## config.mk

```make
export PLATFORM = sky130hd
export DESIGN_NAME = dsp_op_scheduler
export DESIGN_NICKNAME = d
export VERILOG_FILES = /design/src/rtl/dsp_op_scheduler_pkg.sv /design/src/rtl/dsp_op_scheduler_rr_arbiter2.sv /design/src/rtl/dsp_op_scheduler.sv
export SDC_FILE = /design/constraint.sdc
export NUM_CORES = 1
export LEC_CHECK = 0
export CAP_MARGIN = 20
export CORE_AREA = 3 3 213 215
export CTS_CLUSTER_SIZE = 24
export DETAILED_ROUTE_END_ITERATION = 10
export DIE_AREA = 0 0 216 218
export PLACE_DENSITY = 0.51
export SLEW_MARGIN = 20
export SYNTH_ARGS = -nofsm -noshare
export SYNTH_HDL_FRONTEND = slang
export SYNTH_SLANG_ARGS = --single-unit
export TNS_END_PERCENT = 5
```

## constraint.sdc

```tcl
create_clock -name clk -period 2.75 [get_ports clk]
set_clock_uncertainty 0.1 [all_clocks]
set_input_delay 0.825 -clock clk [delete_from_list [all_inputs] [get_ports clk]]
set_output_delay 0.825 -clock clk [all_outputs]
set_load 0.005 [all_outputs]
```

## src/rtl/dsp_op_scheduler_pkg.sv

```systemverilog
// Shared mode encodings, pass-count helper and FSM state type for the
// DSP operation scheduler.
package dsp_op_scheduler_pkg;

   localparam logic [1:0] MODE_HH  = 2'd0;
   localparam logic [1:0] MODE_HF  = 2'd1;
   localparam logic [1:0] MODE_FF  = 2'd2;
   localparam logic [1:0] MODE_ILL = 2'd3;

   typedef enum logic [1:0] {
      ST_IDLE = 2'd0,
      ST_ARM  = 2'd1,
      ST_RUN  = 2'd2,
      ST_CAPT = 2'd3
   } state_t;

   // Number of partial-product passes the DSP needs for a given mode.
   function automatic logic [2:0] passes(input logic [1:0] mode);
      case (mode)
         MODE_HH: passes = 3'd1;
         MODE_HF: passes = 3'd2;
         default: passes = 3'd4;
      endcase
   endfunction

endpackage

```

## src/rtl/dsp_op_scheduler_rr_arbiter2.sv

```systemverilog
// Two-way round-robin arbiter: on a tie the requester not served last wins.
module rr_arbiter2 (
   input  logic       clk,
   input  logic       rst_n,
   input  logic [1:0] i_req,
   input  logic       i_advance,
   output logic [1:0] o_grant
);

   logic r_prio;

   // Grant the lone requester, or the priority holder on a tie.
   always_comb begin
      o_grant = i_req;
      if (i_req == 2'b11) begin
         o_grant = r_prio ? 2'b10 : 2'b01;
      end
   end

   // After a served grant, priority moves to the other requester.
   always_ff @(posedge clk or negedge rst_n) begin
      if (!rst_n) begin
         r_prio <= 1'b0;
      end else if (i_advance) begin
         r_prio <= ~o_grant[1];
      end
   end

endmodule

```

## src/rtl/dsp_op_scheduler.sv

```systemverilog
// Sequences the fused multiply/add DSP for two requesters and buffers one
// result. Outside RUN all DSP operands are zero so the DSP sum holds.
//
//   state   | meaning
//   --------+------------------------------------------------------------
//   ST_IDLE | waiting for a request; illegal modes answered from here
//   ST_ARM  | one neutral cycle, dsp_mac primes the DSP accumulate flag
//   ST_RUN  | P passes with operands held, start on the first pass only
//   ST_CAPT | one neutral cycle, dsp_out captured into the response buffer
module dsp_op_scheduler
   import dsp_op_scheduler_pkg::*;
#(
   parameter int N                = 33,
   parameter int SHIFT_BITS       = 2,
   parameter int PIPE_STAGES_BITS = 2
) (
   input  logic                        clk,
   input  logic                        rst_n,
   input  logic [1:0]                  req_valid,
   output logic [1:0]                  req_ready,
   input  logic [2*N-1:0]              req_a,
   input  logic [2*N-1:0]              req_b,
   input  logic [4*N-1:0]              req_c,
   input  logic [3:0]                  req_mode,
   input  logic [1:0]                  req_acc,
   input  logic [2*SHIFT_BITS-1:0]     req_shamt,
   input  logic [1:0]                  req_shdir,
   output logic                        resp_valid,
   input  logic                        resp_ready,
   output logic [2*N-1:0]              resp_data,
   output logic                        resp_id,
   output logic                        resp_err,
   output logic                        dsp_start,
   output logic                        dsp_mac,
   output logic                        dsp_shift_dir,
   output logic [1:0]                  dsp_mode,
   output logic [SHIFT_BITS-1:0]       dsp_shift_amount,
   output logic [PIPE_STAGES_BITS-1:0] dsp_pipe_stages,
   output logic [N-1:0]                dsp_aa,
   output logic [N-1:0]                dsp_bb,
   output logic [2*N-1:0]              dsp_cc,
   input  logic [2*N-1:0]              dsp_out
);

   state_t                r_state, w_next;
   logic                  r_live;
   logic [2:0]            r_cnt;
   logic [N-1:0]          r_a, r_b;
   logic [2*N-1:0]        r_c;
   logic [1:0]            r_mode;
   logic                  r_acc_eff, r_id, r_err, r_shdir;
   logic [SHIFT_BITS-1:0] r_shamt;
   logic                  r_owner_valid, r_owner_id;
   logic                  r_resp_valid, r_resp_id, r_resp_err;
   logic [2*N-1:0]        r_resp_data;

   logic [1:0]            w_grant;
   logic                  w_gid, w_drain, w_accept, w_hs, w_first;
   logic [N-1:0]          w_a, w_b;
   logic [2*N-1:0]        w_c;
   logic [1:0]            w_mode;
   logic                  w_acc, w_acc_eff, w_ill, w_shdir;
   logic [SHIFT_BITS-1:0] w_shamt;

   rr_arbiter2 u_arb (
      .clk       (clk),
      .rst_n     (rst_n),
      .i_req     (req_valid),
      .i_advance (w_hs),
      .o_grant   (w_grant)
   );

   assign w_drain   = r_resp_valid & resp_ready;
   assign w_accept  = r_live & (r_state == ST_IDLE) & (~r_resp_valid | w_drain);
   assign req_ready = w_grant & {2{w_accept}};
   assign w_hs      = |(req_valid & req_ready);
   assign w_gid     = w_grant[1];

   assign w_a     = w_gid ? req_a[2*N-1:N]         : req_a[N-1:0];
   assign w_b     = w_gid ? req_b[2*N-1:N]         : req_b[N-1:0];
   assign w_c     = w_gid ? req_c[4*N-1:2*N]       : req_c[2*N-1:0];
   assign w_mode  = w_gid ? req_mode[3:2]          : req_mode[1:0];
   assign w_shamt = w_gid ? req_shamt[2*SHIFT_BITS-1:SHIFT_BITS] : req_shamt[SHIFT_BITS-1:0];
   assign w_shdir = w_gid ? req_shdir[1] : req_shdir[0];
   assign w_acc   = w_gid ? req_acc[1]   : req_acc[0];
   assign w_ill   = (w_mode == MODE_ILL);
   // Accumulating is only meaningful onto this requester's own last result.
   assign w_acc_eff = w_acc & r_owner_valid & (r_owner_id == w_gid);
   assign w_first   = (r_cnt == passes(r_mode));

   // Hold off req_ready until the first cycle after reset release.
   always_ff @(posedge clk or negedge rst_n) begin
      if (!rst_n) r_live <= 1'b0;
      else        r_live <= 1'b1;
   end

   // State register.
   always_ff @(posedge clk or negedge rst_n) begin
      if (!rst_n) r_state <= ST_IDLE;
      else        r_state <= w_next;
   end

   // Next-state logic; illegal modes never leave IDLE.
   always_comb begin
      w_next = r_state;
      case (r_state)
         ST_IDLE: if (w_hs && !w_ill) w_next = ST_ARM;
         ST_ARM:  w_next = ST_RUN;
         ST_RUN:  if (r_cnt == 3'd1) w_next = ST_CAPT;
         ST_CAPT: w_next = ST_IDLE;
         default: w_next = ST_IDLE;
      endcase
   end

   // DSP control outputs; everything is neutral outside RUN except mac in ARM.
   always_comb begin
      dsp_start        = 1'b0;
      dsp_mac          = 1'b0;
      dsp_mode         = MODE_HH;
      dsp_aa           = '0;
      dsp_bb           = '0;
      dsp_cc           = '0;
      dsp_shift_amount = '0;
      dsp_shift_dir    = 1'b0;
      dsp_pipe_stages  = '0;
      case (r_state)
         ST_ARM: dsp_mac = r_acc_eff;
         ST_RUN: begin
            dsp_start        = w_first;
            dsp_mac          = r_acc_eff & w_first;
            dsp_mode         = r_mode;
            dsp_aa           = r_a;
            dsp_bb           = r_b;
            dsp_cc           = r_c;
            dsp_shift_amount = r_shamt;
            dsp_shift_dir    = r_shdir;
         end
         default: ;
      endcase
   end

   // Operation register and remaining-pass down-counter.
   always_ff @(posedge clk or negedge rst_n) begin
      if (!rst_n) begin
         r_a       <= '0;
         r_b       <= '0;
         r_c       <= '0;
         r_mode    <= MODE_HH;
         r_acc_eff <= 1'b0;
         r_id      <= 1'b0;
         r_err     <= 1'b0;
         r_shamt   <= '0;
         r_shdir   <= 1'b0;
         r_cnt     <= '0;
      end else if (w_hs) begin
         r_a       <= w_a;
         r_b       <= w_b;
         r_c       <= w_c;
         r_mode    <= w_mode;
         r_acc_eff <= w_acc_eff;
         r_id      <= w_gid;
         r_err     <= w_acc & ~w_acc_eff;
         r_shamt   <= w_shamt;
         r_shdir   <= w_shdir;
         r_cnt     <= passes(w_mode);
      end else if (r_state == ST_RUN) begin
         r_cnt     <= r_cnt - 3'd1;
      end
   end

   // Response buffer and result ownership; a fill wins over a same-cycle drain.
   always_ff @(posedge clk or negedge rst_n) begin
      if (!rst_n) begin
         r_resp_valid  <= 1'b0;
         r_resp_data   <= '0;
         r_resp_id     <= 1'b0;
         r_resp_err    <= 1'b0;
         r_owner_valid <= 1'b0;
         r_owner_id    <= 1'b0;
      end else if (w_hs && w_ill) begin
         r_resp_valid  <= 1'b1;
         r_resp_data   <= '0;
         r_resp_id     <= w_gid;
         r_resp_err    <= 1'b1;
      end else if (r_state == ST_CAPT) begin
         r_resp_valid  <= 1'b1;
         r_resp_data   <= dsp_out;
         r_resp_id     <= r_id;
         r_resp_err    <= r_err;
         r_owner_valid <= 1'b1;
         r_owner_id    <= r_id;
      end else if (w_drain) begin
         r_resp_valid  <= 1'b0;
      end
   end

   assign resp_valid = r_resp_valid;
   assign resp_data  = r_resp_data;
   assign resp_id    = r_resp_id;
   assign resp_err   = r_resp_err;

endmodule

```

==> flow_summary.toml <==
[cts]
clock_latency_ns = 0.55
cts.sinks = 218
htreeDepth = 1
cts_buffers = 28
cts_tree = "built"
path_clk_slew_ns = 0.06
clk_path_buf_depth = 3
root_buffer = "clkbuf_16"

[place]
portBuffers = 556
place_hpwl_um = 29480
dpl_worst_slack_ns = -0.6008
placed_cell_area_um2 = 16510
gp_congestion = 0.8115
dp_cells = 2127

[setup_path]
cpPeakStageDelay_ns = 0.54
crit_type = "register to output port"
arrival_ns = 2.08
crit_path_start_kind = "register"
cp-end-kind = "output port"
cp_data_required_time_ns = 1.83
critical_path.top_delay_family = "simple AND/OR/NAND/NOR gates"
critPathBufInv = 1
cp_slowest_cell = "or4b_4"
cp_max_fo = 2
rrSetupSlack_ns = 0.16
path_cells = "or4b_4 > a21oi_2 > o21a_1 > o211a_1 > buf_6"

[grt]
gr-usage-met3_pct = 4.877
grt_max_degree = 105
grt_pass1_vias = 10180
antenna_found_initial = 5
use_met2_pct = 29.73
grtUsageTotal_pct = 16.77
globalRouteOverflowTotal = 0
grtUsageMet1_pct = 20.09
grt_pass1_wl_um = 62020
busiest_layer = "met2"

[power]
powerDensity_nw_per_um2 = 985.8
swShare_pct = 32.75
p_int_uw = 11800
peakVddDrop_mv = 0.3912
p_leak_uw = 0.008376
p_clk_share_pct = 21.2
combPwrFrac_pct = 47.5
power_frac_seq_pct = 31.3
power_switching_uw = 5746
p_total_uw = 17540

[cells_and_area]
drive_gt1_share_pct = 21.42
seqCellArea_um2 = 5455
fillCellCount = 4427
fin_util_pct = 40.50
fin_cells = 2208
area_growth_syn_to_layout_pct = 77.95
multiInputGateArea_um2 = 4303
nNetsFinal = 1950
postLayoutCellArea_um2 = 17790

[synth]
synthTopCellsByCount = "nand2_1 (290), dfrtp_1 (218), and2_1 (141), a22oi_1 (136), a22o_1 (66)"
synth_top_area_share_pct = 54.55
synth_edf_count = 0
synth_top_area_cell = "dfrtp_1"
synthTopCellsByArea = "dfrtp_1 (55%), nand2_1 (11%), a22oi_1 (10%), and2_1 (8.8%), a22o_1 (5.8%)"
netlist_area_um2 = 10000
yosysUniqueCellTypes = 48
ys_ff_latch = 218
yosys.cell_count.top_type = "nand2_1"
syn_area_per_cell_um2 = 9.980
synthArstFlopShare_pct = 100.0
ys_warn_count = 0
synth_flop_cell = "dfrtp_1"
post_synth_inst_count = 1002
seq_area_frac_synth_pct = 54.55

[sta]
tightest_slew_ns = 0.5330
max_freq_ghz = 0.3326
hold_viol = 0
slew_viol_final = 0
setup_viol = 71
post-route-period-util_pct = 109.3
slew-limit-headroom_pct = 64.47
period_minus_slack_ns = 3.007
setup_slack_ns = -0.2565
rsz0062_at_grt = "true"

[die]
fp-row-count = 77
io_pins = 559
die_area_um2 = 47090
initial_core_util_pct = 22.76
die_h_um = 218
fp.coreArea_um2 = 43930
die_w_um = 216

[detailed_routing]
vias = 9761
wire_per_inst_um = 18.91
routed_via_density = 4.421
drt-pass1-iter-count = 7
drtAntennaViolNets = 0
wirelength_um = 41740
drt_iter0_markers = 451
route.detailed.drc = 0

[status]
violations = "negative setup slack"
outcome = "finished with violations"

[min_path]
hold_class = "primary input to asynchronous set/reset pin"

[run]
drv_cap = 0
==> cell type report <==
class                      instances  share of cell area (%)
inverter                          10                  0.2531
timing repair buffer             641                   35.44
multi-input combinational        697                   24.18
sequential                       218                   30.66
antenna                            1                 0.01406
tap                              592                   4.163
clock buffer                      43                   4.824
clock inverter                     6                  0.4711
==> state kept, by name (all words and copies together) (netlist names), 2 cells and up <==
| register | flops |
|---|---|
| r_shamt | 2 |
| r_b | 33 |
| r_state | 2 |
| r_mode | 2 |
| r_c | 66 |
| r_cnt | 3 |
| r_a | 33 |
| resp_data | 66 |
==> repair_timing <==
item	in CTS	in global routing
cloned	6	2
endpoints found under the setup margin	142	192
pin swaps	6	3
hold buffers	0	0
buffers inserted	20	8
gates resized for setup	600	115
==> metrics by stage <==
step | hold WS, ns | setup TNS [ns]
final | 0.07929 | -4.360
after global routing | 0.09306 | -13.16
after CTS | 0.07319 | -8.703
after detailed placement | 0.3545 | -58.07
after global placement | 0.3514 | -56.25
after floorplan | 0.3383 | 0
==> metal layers <==
layer	share of wire (%)	vias to the layer above
met2	50	390
met3	8.4	57
li1	-	4623
met5	0.022	-
met4	2.0	2
met1	40	4689
==> cell families after synthesis <==
family | synth area share (%)
AND/OR/NAND/NOR | 20.88
AO/OA/AOI/OAI | 17.97
flip-flops | 54.55
buffers and inverters | 4.542
multiplexers | 0.8383
adder cells (fa/ha/maj) | 0.8758
XOR/XNOR | 0.2628
other | 0.07510
==> cell usage in the layout (no fill, tap or decap), types with 3 or more instances in the layout <==
cell type and count:
buf_16 5, and2_4 56, dfrtp_1 218, clkbuf_8 8
clkdlybuf4s50_1 412, clkbuf_1 6, clkinv_2 3, inv_1 6
clkdlybuf4s15_2 8, clkbuf_2 3, xnor2_1 3, nand2_1 290
a22o_1 66, buf_6 63, and2_1 85, buf_8 5
clkbuf_16 31, a22oi_1 136, buf_12 18, conb_1 3
buf_2 80, ha_1 5, inv_4 3, nor3_1 3
mux2i_1 5, buf_4 43, a21oi_1 4
==> worst paths after layout <==
check                           startpoint            to  cells after the start
worst max-delay path              r_cnt[2]       dsp_mac                      5
worst min-delay path                 rst_n  resp_data[3]                      1
worst max register to register  r_state[0]        r_c[7]                     11
worst min register to register     r_b[29]       r_b[29]                      2
max in group asynchronous            rst_n  resp_data[9]                      2
min in group clk                   r_b[29]       r_b[29]                      2
==> power groups by stage <==
stage	Clock (µW)	Sequential, µW	Combinational (µW)
floorplan	0	5360	3240
global placement	0	5450	7440
detailed placement	0	5490	7480
CTS	3850	5470	8010
global route	3980	5690	9150
finish	3720	5490	8330
Note: power is estimated with default switching activity, not from simulation.
